## config.mk

```make
export PLATFORM = sky130hd
export DESIGN_NAME = pipe_hazard_ctrl
export DESIGN_NICKNAME = d
export VERILOG_FILES = /design/src/rtl/pipe_ctrl_pkg.sv /design/src/rtl/md_busy_tracker.sv /design/src/rtl/pipe_hazard_ctrl.sv
export SDC_FILE = /design/constraint.sdc
export NUM_CORES = 1
export LEC_CHECK = 0
export BUFFER_PORTS_ARGS = -buffer_cell sky130_fd_sc_hd__buf_2
export CAP_MARGIN = 5
export CORE_ASPECT_RATIO = 1.2
export CORE_MARGIN = 2
export CORE_UTILIZATION = 53
export DETAILED_ROUTE_END_ITERATION = 12
export PLACE_DENSITY = 0.91
export SLEW_MARGIN = 25
export SYNTH_ARGS = -nofsm -noshare
export SYNTH_HDL_FRONTEND = slang
export SYNTH_SLANG_ARGS = --single-unit
```

## constraint.sdc

```tcl
create_clock -name clk -period 5 [get_ports clk]
set_input_delay 0.5 -clock clk [delete_from_list [all_inputs] [get_ports clk]]
set_output_delay 0.5 -clock clk [all_outputs]
set_load 0.05 [all_outputs]
```

## src/rtl/pipe_ctrl_pkg.sv

```systemverilog
// rtl/pipe_ctrl_pkg.sv - shared types and constants for the pipeline hazard controller
// Contents:
//   md_state_e  : MULT/DIV tracker state encoding (MD_IDLE=0, MD_RUN=1)
//   pipe_ctl_t  : bundle of pipeline-register enables/flushes
//   CTL_*       : the four prioritised control patterns
//   DEF_*       : default latency / width parameters
//   REG_ZERO    : architectural register $0
package pipe_ctrl_pkg;

  typedef enum logic {
    MD_IDLE = 1'b0,
    MD_RUN  = 1'b1
  } md_state_e;

  localparam int DEF_MUL_LAT = 4;
  localparam int DEF_DIV_LAT = 16;
  localparam int DEF_CNT_W   = 5;
  localparam int DEF_PERF_W  = 16;

  localparam logic [4:0] REG_ZERO = 5'd0;

  typedef struct packed {
    logic pc_write;
    logic if_id_write;
    logic if_id_flush;
    logic id_ex_write;
    logic id_ex_bubble;
    logic ex_mem_write;
  } pipe_ctl_t;

  // Normal advance: every register loads, nothing squashed.
  localparam pipe_ctl_t CTL_RUN    = '{pc_write: 1'b1, if_id_write: 1'b1, if_id_flush: 1'b0,
                                       id_ex_write: 1'b1, id_ex_bubble: 1'b0, ex_mem_write: 1'b1};
  // Data memory wait: whole front of the pipe holds.
  localparam pipe_ctl_t CTL_FREEZE = '{pc_write: 1'b0, if_id_write: 1'b0, if_id_flush: 1'b0,
                                       id_ex_write: 1'b0, id_ex_bubble: 1'b0, ex_mem_write: 1'b0};
  // Taken branch in EX: redirect PC and squash IF and ID.
  localparam pipe_ctl_t CTL_FLUSH  = '{pc_write: 1'b1, if_id_write: 1'b1, if_id_flush: 1'b1,
                                       id_ex_write: 1'b1, id_ex_bubble: 1'b1, ex_mem_write: 1'b1};
  // Hazard on the ID instruction: hold PC and IF/ID, inject a bubble into EX.
  localparam pipe_ctl_t CTL_STALL  = '{pc_write: 1'b0, if_id_write: 1'b0, if_id_flush: 1'b0,
                                       id_ex_write: 1'b1, id_ex_bubble: 1'b1, ex_mem_write: 1'b1};

endpackage

```

## src/rtl/md_busy_tracker.sv

```systemverilog
// rtl/md_busy_tracker.sv - MULT/DIV occupancy tracker with countdown and done pulse
// Ports:
//   clk, rst_n  : clock, synchronous active-low reset
//   i_accept    : a MULT/DIV is issued this cycle (only honoured in MD_IDLE)
//   i_is_div    : issued operation is a divide
//   o_busy      : HI/LO unit occupied (decode of registered state)
//   o_done      : one-cycle pulse, HI/LO result valid this cycle
module md_busy_tracker
  import pipe_ctrl_pkg::*;
#(
  parameter int MUL_LAT = DEF_MUL_LAT,
  parameter int DIV_LAT = DEF_DIV_LAT,
  parameter int CNT_W   = DEF_CNT_W
) (
  input  logic clk,
  input  logic rst_n,
  input  logic i_accept,
  input  logic i_is_div,
  output logic o_busy,
  output logic o_done
);

  localparam logic [CNT_W-1:0] MUL_CNT = CNT_W'(MUL_LAT);
  localparam logic [CNT_W-1:0] DIV_CNT = CNT_W'(DIV_LAT);
  localparam logic [CNT_W-1:0] CNT_ONE = CNT_W'(1);

  md_state_e        r_state;
  md_state_e        w_state_nxt;
  logic [CNT_W-1:0] r_cnt;
  logic [CNT_W-1:0] w_cnt_nxt;

  // State and countdown register.
  always_ff @(posedge clk) begin
    if (!rst_n) begin
      r_state <= MD_IDLE;
      r_cnt   <= '0;
    end else begin
      r_state <= w_state_nxt;
      r_cnt   <= w_cnt_nxt;
    end
  end

  // Next state. The countdown keeps running regardless of pipeline freezes,
  // since the multiplier/divider is not part of the stalled pipeline.
  always_comb begin
    w_state_nxt = r_state;
    w_cnt_nxt   = r_cnt;
    case (r_state)
      MD_IDLE: begin
        if (i_accept) begin
          w_state_nxt = MD_RUN;
          w_cnt_nxt   = i_is_div ? DIV_CNT : MUL_CNT;
        end
      end
      MD_RUN: begin
        if (r_cnt == CNT_ONE) begin
          w_state_nxt = MD_IDLE;
          w_cnt_nxt   = '0;
        end else begin
          w_cnt_nxt = r_cnt - CNT_ONE;
        end
      end
      default: begin
        w_state_nxt = MD_IDLE;
        w_cnt_nxt   = '0;
      end
    endcase
  end

  // Outputs: pure decode of registered state, so glitch-free.
  always_comb begin
    o_busy = (r_state == MD_RUN);
    o_done = (r_state == MD_RUN) && (r_cnt == CNT_ONE);
  end

endmodule

```

## src/rtl/pipe_hazard_ctrl.sv

```systemverilog
// rtl/pipe_hazard_ctrl.sv - prioritised stall/flush controller for the 5-stage pipeline
// Ports:
//   clk, rst_n                       : clock, synchronous active-low reset
//   if_id_rs, if_id_rt               : source registers of the ID instruction
//   id_ex_rt, id_ex_mem_read         : destination / load flag of the EX instruction
//   id_uses_hilo                     : ID instruction is MFHI/MFLO/MTHI/MTLO
//   id_md_issue, id_md_is_div        : ID instruction is MULT/DIV (and which)
//   ex_branch_taken                  : EX branch/jump resolved taken
//   mem_req, mem_ready               : data memory handshake of the MEM stage
//   pc_write .. ex_mem_write         : pipeline-register enables / flushes
//   md_busy, md_done                 : HI/LO unit status
//   stall_count                      : saturating count of cycles with pc_write=0
module pipe_hazard_ctrl
  import pipe_ctrl_pkg::*;
#(
  parameter int MUL_LAT = DEF_MUL_LAT,
  parameter int DIV_LAT = DEF_DIV_LAT,
  parameter int CNT_W   = DEF_CNT_W,
  parameter int PERF_W  = DEF_PERF_W
) (
  input  logic              clk,
  input  logic              rst_n,
  input  logic [4:0]        if_id_rs,
  input  logic [4:0]        if_id_rt,
  input  logic [4:0]        id_ex_rt,
  input  logic              id_ex_mem_read,
  input  logic              id_uses_hilo,
  input  logic              id_md_issue,
  input  logic              id_md_is_div,
  input  logic              ex_branch_taken,
  input  logic              mem_req,
  input  logic              mem_ready,
  output logic              pc_write,
  output logic              if_id_write,
  output logic              if_id_flush,
  output logic              id_ex_write,
  output logic              id_ex_bubble,
  output logic              ex_mem_write,
  output logic              md_busy,
  output logic              md_done,
  output logic [PERF_W-1:0] stall_count
);

  logic              w_freeze;
  logic              w_load_use;
  logic              w_hilo_hz;
  logic              w_md_accept;
  logic              w_md_busy;
  logic              w_md_done;
  pipe_ctl_t         w_ctl;
  logic [PERF_W-1:0] r_stall_cnt;

  always_comb begin
    w_freeze   = mem_req && !mem_ready;
    // $0 is hard-wired zero, so a load targeting it never creates a dependency.
    w_load_use = id_ex_mem_read && (id_ex_rt != REG_ZERO) &&
                 ((id_ex_rt == if_id_rs) || (id_ex_rt == if_id_rt));
    w_hilo_hz  = w_md_busy && (id_uses_hilo || id_md_issue);
    // An issue only counts once the instruction actually leaves ID this cycle.
    w_md_accept = rst_n && id_md_issue && !w_freeze && !ex_branch_taken &&
                  !w_load_use && !w_hilo_hz;
  end

  // Priority: freeze > taken branch > ID hazard > run. A branch squashes the
  // ID instruction, so its hazards no longer matter.
  always_comb begin
    w_ctl = CTL_RUN;
    if (!rst_n) begin
      w_ctl = CTL_RUN;
    end else if (w_freeze) begin
      w_ctl = CTL_FREEZE;
    end else if (ex_branch_taken) begin
      w_ctl = CTL_FLUSH;
    end else if (w_load_use || w_hilo_hz) begin
      w_ctl = CTL_STALL;
    end
  end

  md_busy_tracker #(
    .MUL_LAT (MUL_LAT),
    .DIV_LAT (DIV_LAT),
    .CNT_W   (CNT_W)
  ) u_md_busy_tracker (
    .clk      (clk),
    .rst_n    (rst_n),
    .i_accept (w_md_accept),
    .i_is_div (id_md_is_div),
    .o_busy   (w_md_busy),
    .o_done   (w_md_done)
  );

  // Stall-cycle performance counter, saturating at all-ones.
  always_ff @(posedge clk) begin
    if (!rst_n) begin
      r_stall_cnt <= '0;
    end else if (!w_ctl.pc_write && (r_stall_cnt != {PERF_W{1'b1}})) begin
      r_stall_cnt <= r_stall_cnt + PERF_W'(1);
    end
  end

  always_comb begin
    pc_write     = w_ctl.pc_write;
    if_id_write  = w_ctl.if_id_write;
    if_id_flush  = w_ctl.if_id_flush;
    id_ex_write  = w_ctl.id_ex_write;
    id_ex_bubble = w_ctl.id_ex_bubble;
    ex_mem_write = w_ctl.ex_mem_write;
    md_busy      = w_md_busy;
    md_done      = w_md_done;
    stall_count  = r_stall_cnt;
  end

endmodule

```

; Word-level counts from Yosys, hierarchy flattened
; Index checks and enable logic that the tools add are counted.
; W data, S select, Z words.
[totals]
ff_bits = 22
latch_bits = 0
ram_bits = 0
mem_bits_ro = 0
input_bits = 24
out_inout_bits = 24
wordCells = 43
mem_count = 0
[classes]
add_sub_neg = 2
n_mul = 0
div_mod_pow = 0
n_lt_le_gt_ge = 0
n_eq_ne = 5
shift = 0
muxes = 11
bitwise_logic = 1
reduce_logical = 21
[ops]
columns = op, count
row1 = $mux W6, 4
row2 = $add A16 B1 Y16 const B, 1
row3 = $ne A16 B16 Y1 const B, 1
row4 = $mux W5, 3
row5 = $logic_and A1 B1 Y1, 11
row6 = $eq A5 B5 Y1, 2
row7 = $pmux W5 S2, 1
row8 = $logic_not A1 Y1, 6
row9 = $eq A5 B1 Y1 const B, 1
row10 = $reduce_bool A5 Y1, 1
row11 = $sub A5 B1 Y5 const B, 1
row12 = $logic_or A1 B1 Y1, 3
row13 = $mux W1, 2
row14 = $ne A2 B1 Y1 const B, 1
row15 = $pmux W1 S2, 1
row16 = $not A1 Y1, 1

; Depth between registers and ports, before layout
[depth]
word_depth = 10
ltp_mapped = 9
ltp_nobuf = 8

; Hierarchy
; Synthesis repeated with hierarchy kept, for this count alone.
[unflattened]
hier_cells = 157
hier_area_um2 = 1356.3
[by_module_without_submodules]
columns = module, n_inst, cells_per_inst, area_each_um2, seq_area_each_um2
row1 = pipe_hazard_ctrl, 1, 121, 1009.7, 320.3
row2 = md_busy_tracker, 1, 36, 346.6, 120.1

; Worst setup path before layout
; No wires, ideal clock.
[synth_timing]
kind = input to output
startpoint = in id_ex_rt[3]
endpoint = out id_ex_bubble
arrival_time_ps = 2344
required_time_ps = 4500
setup_slack_ps = 2156
cell_stages = 6
n_path_buf = 0
path_cell_list = xor2_1 > nor3_1 > a22oi_1 > nor2_1 > nor2_1 > a211oi_1
[synth_via]
elab_chain_cells = 8
elab_cells_between_ends = 11
classes_between = eq/ne: 2 / mux: 4 / reduce/logical: 5
[synth_lines]
columns = item, line
row1 = from (decl), pipe_hazard_ctrl.sv:25  ; input logic [4:0] id_ex_rt,
row2 = $eq A5 B5 Y1 / $reduce_bool A5 Y1 (equally long branches), "pipe_hazard_ctrl.sv:57, pipe_hazard_ctrl.sv:56"
row3 = $logic_or A1 B1 Y1 / $logic_and A1 B1 Y1 (equally long branches), "pipe_hazard_ctrl.sv:57, pipe_hazard_ctrl.sv:56"
row4 = $logic_and A1 B1 Y1 *, pipe_hazard_ctrl.sv:56  ; w_load_use = id_ex_mem_read && (id_ex_rt != REG_ZERO) &&
row5 = $logic_or A1 B1 Y1 *, pipe_hazard_ctrl.sv:74  ; end else if (w_load_use || w_hilo_hz) begin
row6 = $mux W6 *, pipe_hazard_ctrl.sv:74
row7 = $mux W6 *, pipe_hazard_ctrl.sv:72  ; end else if (ex_branch_taken) begin
row8 = $mux W6 *, pipe_hazard_ctrl.sv:70  ; end else if (w_freeze) begin
row9 = $mux W6 *, pipe_hazard_ctrl.sv:68  ; if (!rst_n) begin
row10 = to (decl), pipe_hazard_ctrl.sv:37  ; output logic id_ex_bubble,
; Every way passes the cells marked *; elsewhere a longest branch is shown, timed or not.

; Final worst setup path
[layout_timing]
startpoint = in id_ex_rt[1]
endpoint = out if_id_write
[layout_via]
elab_chain_cells = 8
elab_cells_between_ends = 11
classes_between = eq/ne: 2 / mux: 4 / reduce/logical: 5
[layout_lines]
columns = item, line
row1 = $eq A5 B5 Y1 / $reduce_bool A5 Y1 (equally long branches), "pipe_hazard_ctrl.sv:57, pipe_hazard_ctrl.sv:56"
row2 = $logic_or A1 B1 Y1 / $logic_and A1 B1 Y1 (equally long branches), "pipe_hazard_ctrl.sv:57, pipe_hazard_ctrl.sv:56"
row3 = $logic_and A1 B1 Y1 *, pipe_hazard_ctrl.sv:56
row4 = $logic_or A1 B1 Y1 *, pipe_hazard_ctrl.sv:74
row5 = $mux W6 *, pipe_hazard_ctrl.sv:74
row6 = $mux W6 *, pipe_hazard_ctrl.sv:72
row7 = $mux W6 *, pipe_hazard_ctrl.sv:70
row8 = $mux W6 *, pipe_hazard_ctrl.sv:68
row9 = to (decl), pipe_hazard_ctrl.sv:34  ; output logic if_id_write,
; Marked as above.

==> run_results.csv <==
group,metric,value,unit
routing,drt-total-wl,3.09,mm
setup_path,critical_path_class,"input pin to output pin",
timing,maxSlewViolCount,0,
synth,syn_avg_cell_area,8.17,sq um
synth,synth_warnings,0,
power,vdd_drop_max,146,uV
clock_tree,cts_tree,"built",
place,placedCellCount,235,
setup_path,cp_max_fo,22,
floorplanning,die-area,2970,sq um
setup_path,crit_required,4500,ps
outcome,status,"complete, no violations",
grt,grt_usage,22.2,%
timing,fin_crit,2650,ps
timing,post-route-period-util,53.1,%
grt,grt_max_degree,23,
grt,grt_pass1_vias,1222,
clock_tree,root_buffer,"clkbuf_4",
timing,fin_setup_tns,0,ps
synth,ys_types,41,
routing,vias_per_cell,5.74,
synth,syn_area,1350,sq um
power,power.density,222,nW/um^2
cells_and_area,final_cells,239,
cells_and_area,multi_input_area,830,sq um
routing,ant_nets,0,
timing,tightest_slew,611,ps
synth,synth_edf_count,0,
synth,synthCells,165,
routing,vias,1371,
place,dp_hpwl,2.32,mm
clock_tree,cts.sinks,22,
grt,overflow,0,
timing,skew,1.70,ps
routing,firstDrtPassIters,4,
place,dp_slack,2340,ps
floorplanning,core,2480,sq um
floorplanning,die_h,59.3,um
timing,setup_violations,0,
cells_and_area,final_layout_size_suffix_gt1_share,26.7,%
clock_tree,ctsResizeCount,0,
timing,layout_setup_ws,2350,ps
clock_tree,cts_setup_buffers,0,
place,gp_congestion,0.788,
timing,maxSlewHeadroom,59.3,%
cells_and_area,seq_area,440,sq um
timing,fmax,0.377,GHz
floorplanning,num_rows,20,
routing,drt_iter0_markers,31,
routing,wl_per_cell,12.9,um
grt,grt_pass1_wl,5.15,mm
synth,synth_async_sr_flop_share,0,%
power,power.leakage,0.700,nW
clock_tree,cts_buffer_depth,2,
synth,synth_top_area_cell,"dfxtp_1",
grt,antenna_found_initial,0,
synth,synth_seq_area_share,32.7,%
timing,hold_viol,0,
timing,rsz0062_at_grt,"no",
routing,drc,0,
worst_hold_path,hold_class,"register to register",
synth,yosys-top-cells-area,"dfxtp_1, xor2_1, a21oi_1, mux2i_1, nand3_1",
clock_tree,cts_buffers,3,
cells_and_area,nets,234,
synth,synth_commonest_cells,"dfxtp_1, a21oi_1, nand3_1",
synth,synth_flop_cell,"dfxtp_1",
cells_and_area,fill_cells,225,
run,cap_violations,0,
place,port_buffers,47,
cells_and_area,antenna_cells,0,
synth,yosysTopAreaCellShare,32.7,%
floorplanning,start_util,54.4,%
synth,synth.most_common_cell,"dfxtp_1",
synth,syn_nets,192,
floorplanning,ios,48,
clock_tree,cts.clk_slew.worst_paths,120,ps
setup_path,worst_setup_path_start_kind,"input pin",
clock_tree,htreeDepth,1,
clock_tree,clk_latency,310,ps
cells_and_area,synthToLayoutAreaGrowth,19.0,%
clock_tree,cts_hold_buffers,0,
synth,ys_ff_latch,22,
setup_path,end_kind,"output pin",
floorplanning,dieWidth,50.1,um
setup_path,cp_data_arrival_time,2150,ps
[worst max-delay path, cell delays in order]
cell     delay, ps
buf_2          120
or4_1          530
o21ai_2        170
or3_4          160
o21ai_4         70
inv_2          270
buf_2          330
[flip-flops by register name (all words and copies together) (netlist names)]
register,count
stall_count,16
u_md_busy_tracker.r_cnt,5
u_md_busy_tracker.o_busy,1
[power breakdown]
group	switching, mW	internal [mW]
logic	0.0464	0.0265
clock network	0.0544	0.0445
registers	0.00537	0.180
[cell usage in the layout, fill, tap and decap left out, drive strengths merged, types with 2 or more instances in the layout]
cell and instances:
and3 7, nand2 11, or4 7, nor3 7
inv 6, a21oi 14, o21ai 7, nand3 13
o31ai 6, dfxtp 22, mux2i 7, ha 3
clkbuf 4, nor3b 2, nor4 2, xor2 10
and2 2, nor4b 3, buf 47, or3 3
nor2 9
[final timing paths]
path,from,to,slack [ps],cells past startpoint
worst min register to register,u_md_busy_tracker.r_cnt[4]$_SDFFE_PN0P_,u_md_busy_tracker.r_cnt[4]$_SDFFE_PN0P_,500,2
worst max-delay path,id_ex_rt[1],if_id_write,2350,7
worst min-delay path,u_md_busy_tracker.r_cnt[4]$_SDFFE_PN0P_,u_md_busy_tracker.r_cnt[4]$_SDFFE_PN0P_,500,2
worst max register to register,stall_count[3]$_SDFFE_PN0P_,stall_count[7]$_SDFFE_PN0P_,2780,6
[routing by layer]
layer / track usage, % / share of wire (%) / wire length (um)
met5: 0 / 0 / 0
met4: 13.1 / 2.6 / 81
met3: 2.27 / 5.2 / 160
met2: 36.7 / 47 / 1440
met1: 27.9 / 46 / 1410
[final cells by class]
cell class              instances  share of cell area, %
well taps                      33                   2.57
inverters                       6                   1.40
multi-input cells             127                   51.7
repair buffers                 47                   14.7
clock buffers                   4                   2.26
flip-flops and latches         22                   27.4
[per-stage QoR]
stage / power, mW / utilization [%] / cell area [sq um] / hold slack (ps)
finish: 0.357 / 64.8 / 1610 / 497
global route: 0.373 / 64.8 / 1610 / 515
CTS: 0.356 / 64.8 / 1610 / 496
detailed placement: 0.262 / 63.3 / 1570 / 478
global placement: 0.260 / 63.3 / 1570 / 475
floorplan: 0.241 / - / 1350 / 459
[cells by family after synthesis]
| kind of cell | after synthesis | share of synthesized area, % |
|---|---|---|
| xor+xnor | 10 | 6.49 |
| flops | 22 | 32.7 |
| fa+ha+maj | 3 | 2.78 |
| buf+inv | 16 | 5.84 |
| compound gates | 36 | 17.6 |
| mux | 7 | 5.20 |
| simple gates | 71 | 29.4 |
No activity file was read; power rests on OpenSTA's default activity.
